<file path="src/rtl/zmips_alu_md_if.sv">
// Request/response bundle for the zmips EX-stage ALU with multiply/divide.
// The master (pipeline) issues requests; the slave (ALU) returns results.
interface zmips_alu_md_if #(
  parameter int WIDTH   = 32,
  parameter int SHAMT_W = 5
);
  logic               start;
  logic [4:0]         op;
  logic [WIDTH-1:0]   a;
  logic [WIDTH-1:0]   b;
  logic [SHAMT_W-1:0] shamt;
  logic               cin;
  logic               ready;
  logic               valid;
  logic [WIDTH-1:0]   y;
  logic [WIDTH-1:0]   hi;
  logic [WIDTH-1:0]   lo;
  logic               zero;
  logic               cout;

  modport master (
    output start, op, a, b, shamt, cin,
    input  ready, valid, y, hi, lo, zero, cout
  );

  modport slave (
    input  start, op, a, b, shamt, cin,
    output ready, valid, y, hi, lo, zero, cout
  );
endinterface

</file>
<file path="src/rtl/zmips_alu_md.sv">
// Registered zmips ALU: single-cycle arithmetic/logic/shift ops plus iterative
// shift-add multiply and restoring divide into HI/LO, with start/ready/valid.
module zmips_alu_md #(
  parameter int WIDTH   = 32,
  parameter int SHAMT_W = 5
) (
  input  logic          clk,
  input  logic          rst,
  zmips_alu_md_if.slave bus
);

  typedef enum logic [1:0] {
    S_IDLE = 2'd0,
    S_RUN  = 2'd1,
    S_FIX  = 2'd2
  } state_t;

  state_t state_reg, state_next;

  logic               ready_c;
  logic               accept;
  logic               multi_op;

  logic [WIDTH-1:0]   y_reg;
  logic [WIDTH-1:0]   hi_reg;
  logic [WIDTH-1:0]   lo_reg;
  logic               zero_reg;
  logic               cout_reg;
  logic               valid_reg;

  // Iteration state shared by multiply and divide
  logic [SHAMT_W-1:0] cnt_reg;
  logic [WIDTH-1:0]   acc_reg;
  logic [WIDTH-1:0]   mq_reg;
  logic [WIDTH-1:0]   mcand_reg;
  logic               is_div_reg;
  logic               neg_q_reg;
  logic               neg_r_reg;
  logic               dz_reg;

  assign multi_op = bus.op[4];
  assign accept   = ready_c & bus.start;

  // ------------------------------------------------------------------
  // Single-cycle datapath
  // ------------------------------------------------------------------
  logic [WIDTH-1:0] b_in;
  logic [WIDTH:0]   add_sum;
  logic [WIDTH:0]   sll_ext;
  logic [WIDTH:0]   srl_ext;
  logic [WIDTH:0]   sra_ext;
  logic [WIDTH-1:0] sc_y;
  logic             sc_cout;

  generate
    for (genvar gi = 0; gi < WIDTH; gi++) begin : g_b_in
      assign b_in[gi] = bus.b[gi] ^ bus.op[0];
    end
  endgenerate

  assign add_sum = {1'b0, bus.a} + {1'b0, b_in} + {{WIDTH{1'b0}}, bus.cin};

  // One extra bit on the shifted-out side captures the last bit lost,
  // and is naturally zero when shamt is zero.
  assign sll_ext = {1'b0, bus.a} << bus.shamt;
  assign srl_ext = {bus.a, 1'b0} >> bus.shamt;
  assign sra_ext = $signed({bus.a, 1'b0}) >>> bus.shamt;

  always_comb begin
    sc_y    = '0;
    sc_cout = 1'b0;
    if (!bus.op[3]) begin
      case (bus.op[2:1])
        2'd0: begin
          sc_y    = add_sum[WIDTH-1:0];
          sc_cout = add_sum[WIDTH];
        end
        2'd1:    sc_y = bus.a & b_in;
        2'd2:    sc_y = bus.a | b_in;
        default: sc_y = bus.a ^ b_in;
      endcase
    end else begin
      case (bus.op[2:1])
        2'd0: sc_y = bus.a;
        2'd1: begin
          sc_y    = sll_ext[WIDTH-1:0];
          sc_cout = sll_ext[WIDTH];
        end
        2'd2: begin
          sc_y    = sra_ext[WIDTH:1];
          sc_cout = sra_ext[0];
        end
        default: begin
          sc_y    = srl_ext[WIDTH:1];
          sc_cout = srl_ext[0];
        end
      endcase
    end
  end

  // ------------------------------------------------------------------
  // Multi-cycle operand preparation (magnitudes and latched signs)
  // ------------------------------------------------------------------
  logic             signed_op;
  logic             a_neg;
  logic             b_neg;
  logic [WIDTH-1:0] a_mag;
  logic [WIDTH-1:0] b_mag;

  assign signed_op = bus.op[0];
  assign a_neg     = signed_op & bus.a[WIDTH-1];
  assign b_neg     = signed_op & bus.b[WIDTH-1];
  assign a_mag     = a_neg ? (~bus.a + 1'b1) : bus.a;
  assign b_mag     = b_neg ? (~bus.b + 1'b1) : bus.b;

  // ------------------------------------------------------------------
  // Per-iteration step
  // ------------------------------------------------------------------
  logic [WIDTH:0]   mul_sum;
  logic [WIDTH:0]   rem_sh;
  logic             div_ge;
  logic [WIDTH-1:0] rem_diff;
  logic [WIDTH-1:0] acc_step;
  logic [WIDTH-1:0] mq_step;

  assign mul_sum  = {1'b0, acc_reg} + (mq_reg[0] ? {1'b0, mcand_reg} : {(WIDTH+1){1'b0}});
  assign rem_sh   = {acc_reg, mq_reg[WIDTH-1]};
  assign div_ge   = rem_sh >= {1'b0, mcand_reg};
  // The partial remainder stays below the divisor, so the difference fits WIDTH bits
  assign rem_diff = rem_sh[WIDTH-1:0] - mcand_reg;

  always_comb begin
    acc_step = acc_reg;
    mq_step  = mq_reg;
    if (is_div_reg) begin
      acc_step = div_ge ? rem_diff : rem_sh[WIDTH-1:0];
      mq_step  = {mq_reg[WIDTH-2:0], div_ge};
    end else begin
      acc_step = mul_sum[WIDTH:1];
      mq_step  = {mul_sum[0], mq_reg[WIDTH-1:1]};
    end
  end

  // ------------------------------------------------------------------
  // Sign correction and divide-by-zero handling in FIX
  // ------------------------------------------------------------------
  logic [2*WIDTH-1:0] prod_raw;
  logic [2*WIDTH-1:0] prod_fix;
  logic [WIDTH-1:0]   q_fix;
  logic [WIDTH-1:0]   r_fix;
  logic [WIDTH-1:0]   hi_fix;
  logic [WIDTH-1:0]   lo_fix;

  assign prod_raw = {acc_reg, mq_reg};
  assign prod_fix = neg_q_reg ? (~prod_raw + 1'b1) : prod_raw;
  assign q_fix    = neg_q_reg ? (~mq_reg + 1'b1) : mq_reg;
  // With a zero divisor the remainder path returns |a|, so this yields hi = a
  assign r_fix    = neg_r_reg ? (~acc_reg + 1'b1) : acc_reg;

  always_comb begin
    hi_fix = prod_fix[2*WIDTH-1:WIDTH];
    lo_fix = prod_fix[WIDTH-1:0];
    if (is_div_reg) begin
      hi_fix = r_fix;
      lo_fix = dz_reg ? {WIDTH{1'b1}} : q_fix;
    end
  end

  // ------------------------------------------------------------------
  // FSM: state register
  // ------------------------------------------------------------------
  always_ff @(posedge clk) begin
    if (rst) begin
      state_reg <= S_IDLE;
    end else begin
      state_reg <= state_next;
    end
  end

  // FSM: next-state logic
  always_comb begin
    state_next = state_reg;
    case (state_reg)
      S_IDLE:  if (accept && multi_op) state_next = S_RUN;
      S_RUN:   if (cnt_reg == '0) state_next = S_FIX;
      S_FIX:   state_next = S_IDLE;
      default: state_next = S_IDLE;
    endcase
  end

  // FSM: outputs
  always_comb begin
    ready_c = 1'b0;
    case (state_reg)
      S_IDLE:  ready_c = 1'b1;
      default: ready_c = 1'b0;
    endcase
  end

  // ------------------------------------------------------------------
  // Datapath and result registers
  // ------------------------------------------------------------------
  always_ff @(posedge clk) begin
    if (rst) begin
      y_reg      <= '0;
      hi_reg     <= '0;
      lo_reg     <= '0;
      zero_reg   <= 1'b1;
      cout_reg   <= 1'b0;
      valid_reg  <= 1'b0;
      cnt_reg    <= '0;
      acc_reg    <= '0;
      mq_reg     <= '0;
      mcand_reg  <= '0;
      is_div_reg <= 1'b0;
      neg_q_reg  <= 1'b0;
      neg_r_reg  <= 1'b0;
      dz_reg     <= 1'b0;
    end else begin
      valid_reg <= 1'b0;
      case (state_reg)
        S_IDLE: begin
          if (accept) begin
            if (!multi_op) begin
              y_reg     <= sc_y;
              cout_reg  <= sc_cout;
              zero_reg  <= ~|sc_y;
              valid_reg <= 1'b1;
            end else begin
              cnt_reg    <= SHAMT_W'(WIDTH - 1);
              acc_reg    <= '0;
              mq_reg     <= a_mag;
              mcand_reg  <= b_mag;
              is_div_reg <= bus.op[1];
              neg_q_reg  <= a_neg ^ b_neg;
              neg_r_reg  <= a_neg;
              dz_reg     <= bus.op[1] & (bus.b == '0);
            end
          end
        end
        S_RUN: begin
          acc_reg <= acc_step;
          mq_reg  <= mq_step;
          if (cnt_reg != '0) begin
            cnt_reg <= cnt_reg - 1'b1;
          end
        end
        S_FIX: begin
          hi_reg    <= hi_fix;
          lo_reg    <= lo_fix;
          y_reg     <= lo_fix;
          zero_reg  <= ~|lo_fix;
          cout_reg  <= is_div_reg & dz_reg;
          valid_reg <= 1'b1;
        end
        default: ;
      endcase
    end
  end

  assign bus.ready = ready_c;
  assign bus.valid = valid_reg;
  assign bus.y     = y_reg;
  assign bus.hi    = hi_reg;
  assign bus.lo    = lo_reg;
  assign bus.zero  = zero_reg;
  assign bus.cout  = cout_reg;

endmodule

</file>
<file path="src/flat_wrapper.sv">
// flat-port wrapper written by rule: the top's interface ports become plain ports
module zmips_alu_md_flat 
#(
  parameter int WIDTH   = 32,
  parameter int SHAMT_W = 5
)
  (clk, rst, bus_start, bus_op, bus_a, bus_b, bus_shamt, bus_cin, bus_ready, bus_valid, bus_y, bus_hi, bus_lo, bus_zero, bus_cout);
  zmips_alu_md_if #(.WIDTH(WIDTH), .SHAMT_W(SHAMT_W)) bus_i ();
  input  logic clk;
  input  logic rst;
  input wire logic [$bits(bus_i.start)-1:0] bus_start;
  input wire logic [$bits(bus_i.op)-1:0] bus_op;
  input wire logic [$bits(bus_i.a)-1:0] bus_a;
  input wire logic [$bits(bus_i.b)-1:0] bus_b;
  input wire logic [$bits(bus_i.shamt)-1:0] bus_shamt;
  input wire logic [$bits(bus_i.cin)-1:0] bus_cin;
  output wire logic [$bits(bus_i.ready)-1:0] bus_ready;
  output wire logic [$bits(bus_i.valid)-1:0] bus_valid;
  output wire logic [$bits(bus_i.y)-1:0] bus_y;
  output wire logic [$bits(bus_i.hi)-1:0] bus_hi;
  output wire logic [$bits(bus_i.lo)-1:0] bus_lo;
  output wire logic [$bits(bus_i.zero)-1:0] bus_zero;
  output wire logic [$bits(bus_i.cout)-1:0] bus_cout;
  assign bus_i.start = bus_start;
  assign bus_i.op = bus_op;
  assign bus_i.a = bus_a;
  assign bus_i.b = bus_b;
  assign bus_i.shamt = bus_shamt;
  assign bus_i.cin = bus_cin;
  assign bus_ready = bus_i.ready;
  assign bus_valid = bus_i.valid;
  assign bus_y = bus_i.y;
  assign bus_hi = bus_i.hi;
  assign bus_lo = bus_i.lo;
  assign bus_zero = bus_i.zero;
  assign bus_cout = bus_i.cout;
  zmips_alu_md #(.WIDTH(WIDTH), .SHAMT_W(SHAMT_W)) u_core (.clk(clk), .rst(rst), .bus(bus_i));
endmodule
</file>
<file path="config.mk">
export PLATFORM = sky130hd
export DESIGN_NAME = zmips_alu_md_flat
export DESIGN_NICKNAME = d
export VERILOG_FILES = /design/src/rtl/zmips_alu_md_if.sv /design/src/rtl/zmips_alu_md.sv /design/src/flat_wrapper.sv
export SDC_FILE = /design/constraint.sdc
export NUM_CORES = 1
export LEC_CHECK = 0
export CAP_MARGIN = 0
export CORE_UTILIZATION = 40
export CTS_CLUSTER_SIZE = 14
export DETAILED_ROUTE_END_ITERATION = 8
export GPL_TIMING_DRIVEN = 1
export PLACE_DENSITY = 0.56
export SYNTH_ARGS = -nofsm -noshare
export SYNTH_HDL_FRONTEND = slang
export SYNTH_SLANG_ARGS = --single-unit
export TNS_END_PERCENT = 1
</file>
<file path="constraint.sdc">
create_clock -name clk -period 16.15 [get_ports clk]
set_clock_uncertainty 0.15 [all_clocks]
set_input_delay 3.23 -clock clk [delete_from_list [all_inputs] [get_ports clk]]
set_output_delay 3.23 -clock clk [all_outputs]
set_load 0.05 [all_outputs]
</file>
==> impl_metrics.env <==
export IMPL_drive_above_1_share_pct=8.43
export IMPL_slew_headroom_pct=16.5
export IMPL_arrival_ps=8300
export IMPL_endpoint_kind="flip-flop"
export IMPL_hold_viol=0
export IMPL_core_area_um2=59500
export IMPL_grt_pass1_wl_mm=170
export IMPL_firstDrtPassIters=6
export IMPL_postCtsSetupBuffers=0
export IMPL_cp_required_ps=16440
export IMPL_rows=89
export IMPL_die_area_um2=61600
export IMPL_io_pins=178
export IMPL_grt_max_degree=94
export IMPL_syn_num_nets=3489
export IMPL_ant_nets=0
export IMPL_peakVddDrop_uv=81.0
export IMPL_cts_tree="yes"
export IMPL_nNetsFinal=3495
export IMPL_reg2reg_depth=12
export IMPL_fin_area_um2=27300
export IMPL_clock_latency_ps=550
export IMPL_viasPerCell=6.58
export IMPL_netlist_area_um2=24200
export IMPL_drt_total_wl_mm=118
export IMPL_cpPeakStageDelay_ps=600
export IMPL_synth_ff_latch_count=206
export IMPL_rsz0062_at_grt="no"
export IMPL_postSynthCellCount=3272
export IMPL_outcome="complete, no violations"
export IMPL_yosysWarningCount=0
export IMPL_root_buffer="clkbuf_16"
export IMPL_htreeDepth=1
export IMPL_powerDensity_nw_per_um2=75.3
export IMPL_hp_start="u_core.bus.hi[2]"
export IMPL_die_w_um=248
export IMPL_yosysSeqAreaShare_pct=17.0
export IMPL_hold_path_class="flip-flop to flip-flop"
export IMPL_crit_chain="clkdlybuf4s50_1, xor2_1, inv_1, fa_1, fa_1, nand2b_1, a211oi_1, o21a_1, o211a_1, o31ai_1, o311ai_0, mux2i_1, o21a_1, o21ai_0, nand2b_1, a311oi_1"
export IMPL_cts_sinks=206
export IMPL_dp_hpwl_mm=87.9
export IMPL_ctsResizeCount=0
export IMPL_async_reset_ff_share_pct=0
export IMPL_fin_crit_ps=8010
export IMPL_grtUsageTotal_pct=37.2
export IMPL_first_global_vias=24292
export IMPL_hold_depth=2
export IMPL_regToRegStartpoint="u_core.acc_reg[15]"
export IMPL_drc=0
export IMPL_synth_cell_type_count=88
export IMPL_synth_edf_count=0
export IMPL_drtIter0Drc=2794
export IMPL_max_freq_mhz=125
export IMPL_placed_area_um2=26500
export IMPL_crit_start="bus_b[0]"
export IMPL_globalRouteOverflowTotal=0
export IMPL_wl_per_cell_um=28.9
export IMPL_post_route_period_util_pct=49.6
export IMPL_holdWs_ps=303
export IMPL_routed_via_count=26782
export IMPL_worst_pin_slew_ps=1240
export IMPL_critPathMaxFanout=7
export IMPL_nFillCells=6062
export IMPL_slew_viol_final=0
export IMPL_p_total_uw=2060
export IMPL_finalSetupViolCount=0
export IMPL_port_buffers=177
export IMPL_numCtsBuffers=25
export IMPL_critPathSlowestCell="clkdlybuf4s50_1"
export IMPL_start_util_pct=40.7
export IMPL_utilization_pct=46.0
export IMPL_setup_tns_ps=0
export IMPL_clockBufferDepth=3
export IMPL_antenna_found_initial=4
export IMPL_startpoint_type="input port"
export IMPL_power_leakage_uw=0.0105
export IMPL_synth_ff_type="dfxtp_1"
export IMPL_crit_type="input port to flip-flop"
export IMPL_avgSynthCellArea_um2=7.40
export IMPL_clkSlewWorstSetupHoldPaths_ps=60
export IMPL_synth_top_area_cell="dfxtp_1"
export IMPL_postCtsHoldBufs=0
export IMPL_drv_cap=0
export IMPL_area_growth_pct=12.8
export IMPL_die_h_um=248
export IMPL_gp_congestion=1.03
export IMPL_synth_top_area_share_pct=17.0
export IMPL_synthTopCellsByArea="dfxtp_1 (17%), mux4_2 (7.1%), ha_1 (7.0%)"
==> synthesized netlist by cell type (all sizes together), types with 25 or more instances <==
cell,count
a211oi,106
a21o,40
a21oi,259
a22oi,27
a31oi,29
and3,25
buf,67
clkbuf,204
dfxtp,206
ha,135
inv,135
mux2i,130
mux4,76
nand2,338
nand2b,45
nand3,57
nor2,326
nor2b,30
nor3,88
nor4,32
o211ai,69
o21ai,187
o22ai,30
o31ai,31
or3,42
xnor2,94
xor2,115
==> power by group <==
group | internal (µW) | total [µW] | switching [µW]
logic | 311 | 894 | 583
registers | 537 | 572 | 35.5
clock network | 347 | 591 | 245
==> worst max-delay path, delay by kind of cell <==
kind,cells,cell delay (ps)
adder cells (fa/ha/maj),2,830
multiplexers,1,250
AO/OA/AOI/OAI,8,2270
AND/OR/NAND/NOR,2,390
buffers and inverters,2,770
XOR/XNOR,1,550
==> per-layer routing <==
metal / vias up / GRT usage (%) / share of wire [%]
met1: 12962 / 52.9 / 44
li1: 12041 / - / -
met3: 254 / 7.43 / 9.8
met5: - / 0 / 0.015
met4: 4 / 14.0 / 4.2
met2: 1521 / 54.8 / 42
==> cell type report <==
class	instances	area, µm²	area share (%)
clock inverter	10	120	0.439
antenna	2	5.00	0.0183
multi-input combinational	2658	18600	68.0
clock buffer	35	724	2.65
sequential	206	4130	15.1
inverter	137	514	1.88
tap	773	967	3.54
timing repair buffer	250	2290	8.39
==> per-stage QoR <==
stage / setup WS, ps / std cells
finish: 8140 / 4071
global route: 7960 / 4069
CTS: 8240 / 4069
detailed placement: 7680 / 4024
global placement: 7690 / 4024
floorplan: 8700 / 3272
==> final timing paths <==
kind	end	slack, ps
worst min-delay path	u_core.bus.hi[2]	300
worst min register to register	u_core.bus.hi[2]	300
worst max-delay path	u_core.bus.y[30]	8140
worst max register to register	u_core.acc_reg[14]	11530
==> kinds of logic after synthesis <==
logic type,after synthesis,synth area share (%)
adders and majority gates,139,7.30
muxes,228,13.5
AOI/OAI and AO/OA,992,27.0
DFF,206,17.0
buffers and inverters,408,6.54
xor gates and xnor gates,209,7.56
and+or+nand+nor,1090,21.1
==> placed cells by master (no fill, tap or decap), types with 26 or more instances in the layout <==
cell and n:
nor3_1 87, xnor2_1 94, a22oi_1 27, o31ai_1 31, ha_1 135, o211ai_1 69
a211oi_1 106, nand2b_1 44, a31oi_1 28, o22ai_1 30, nand3_1 57, xor2_1 115
nor2_1 323, clkbuf_16 26, mux2i_1 130, dfxtp_1 205, nand2_1 337, a21oi_1 259
buf_4 76, nor4_1 29, clkdlybuf4s50_1 169, o21ai_0 184, nor2b_1 28, or3_1 42
mux4_2 76, inv_1 132, a21o_1 40
No activity file was read; power rests on OpenSTA's default activity.
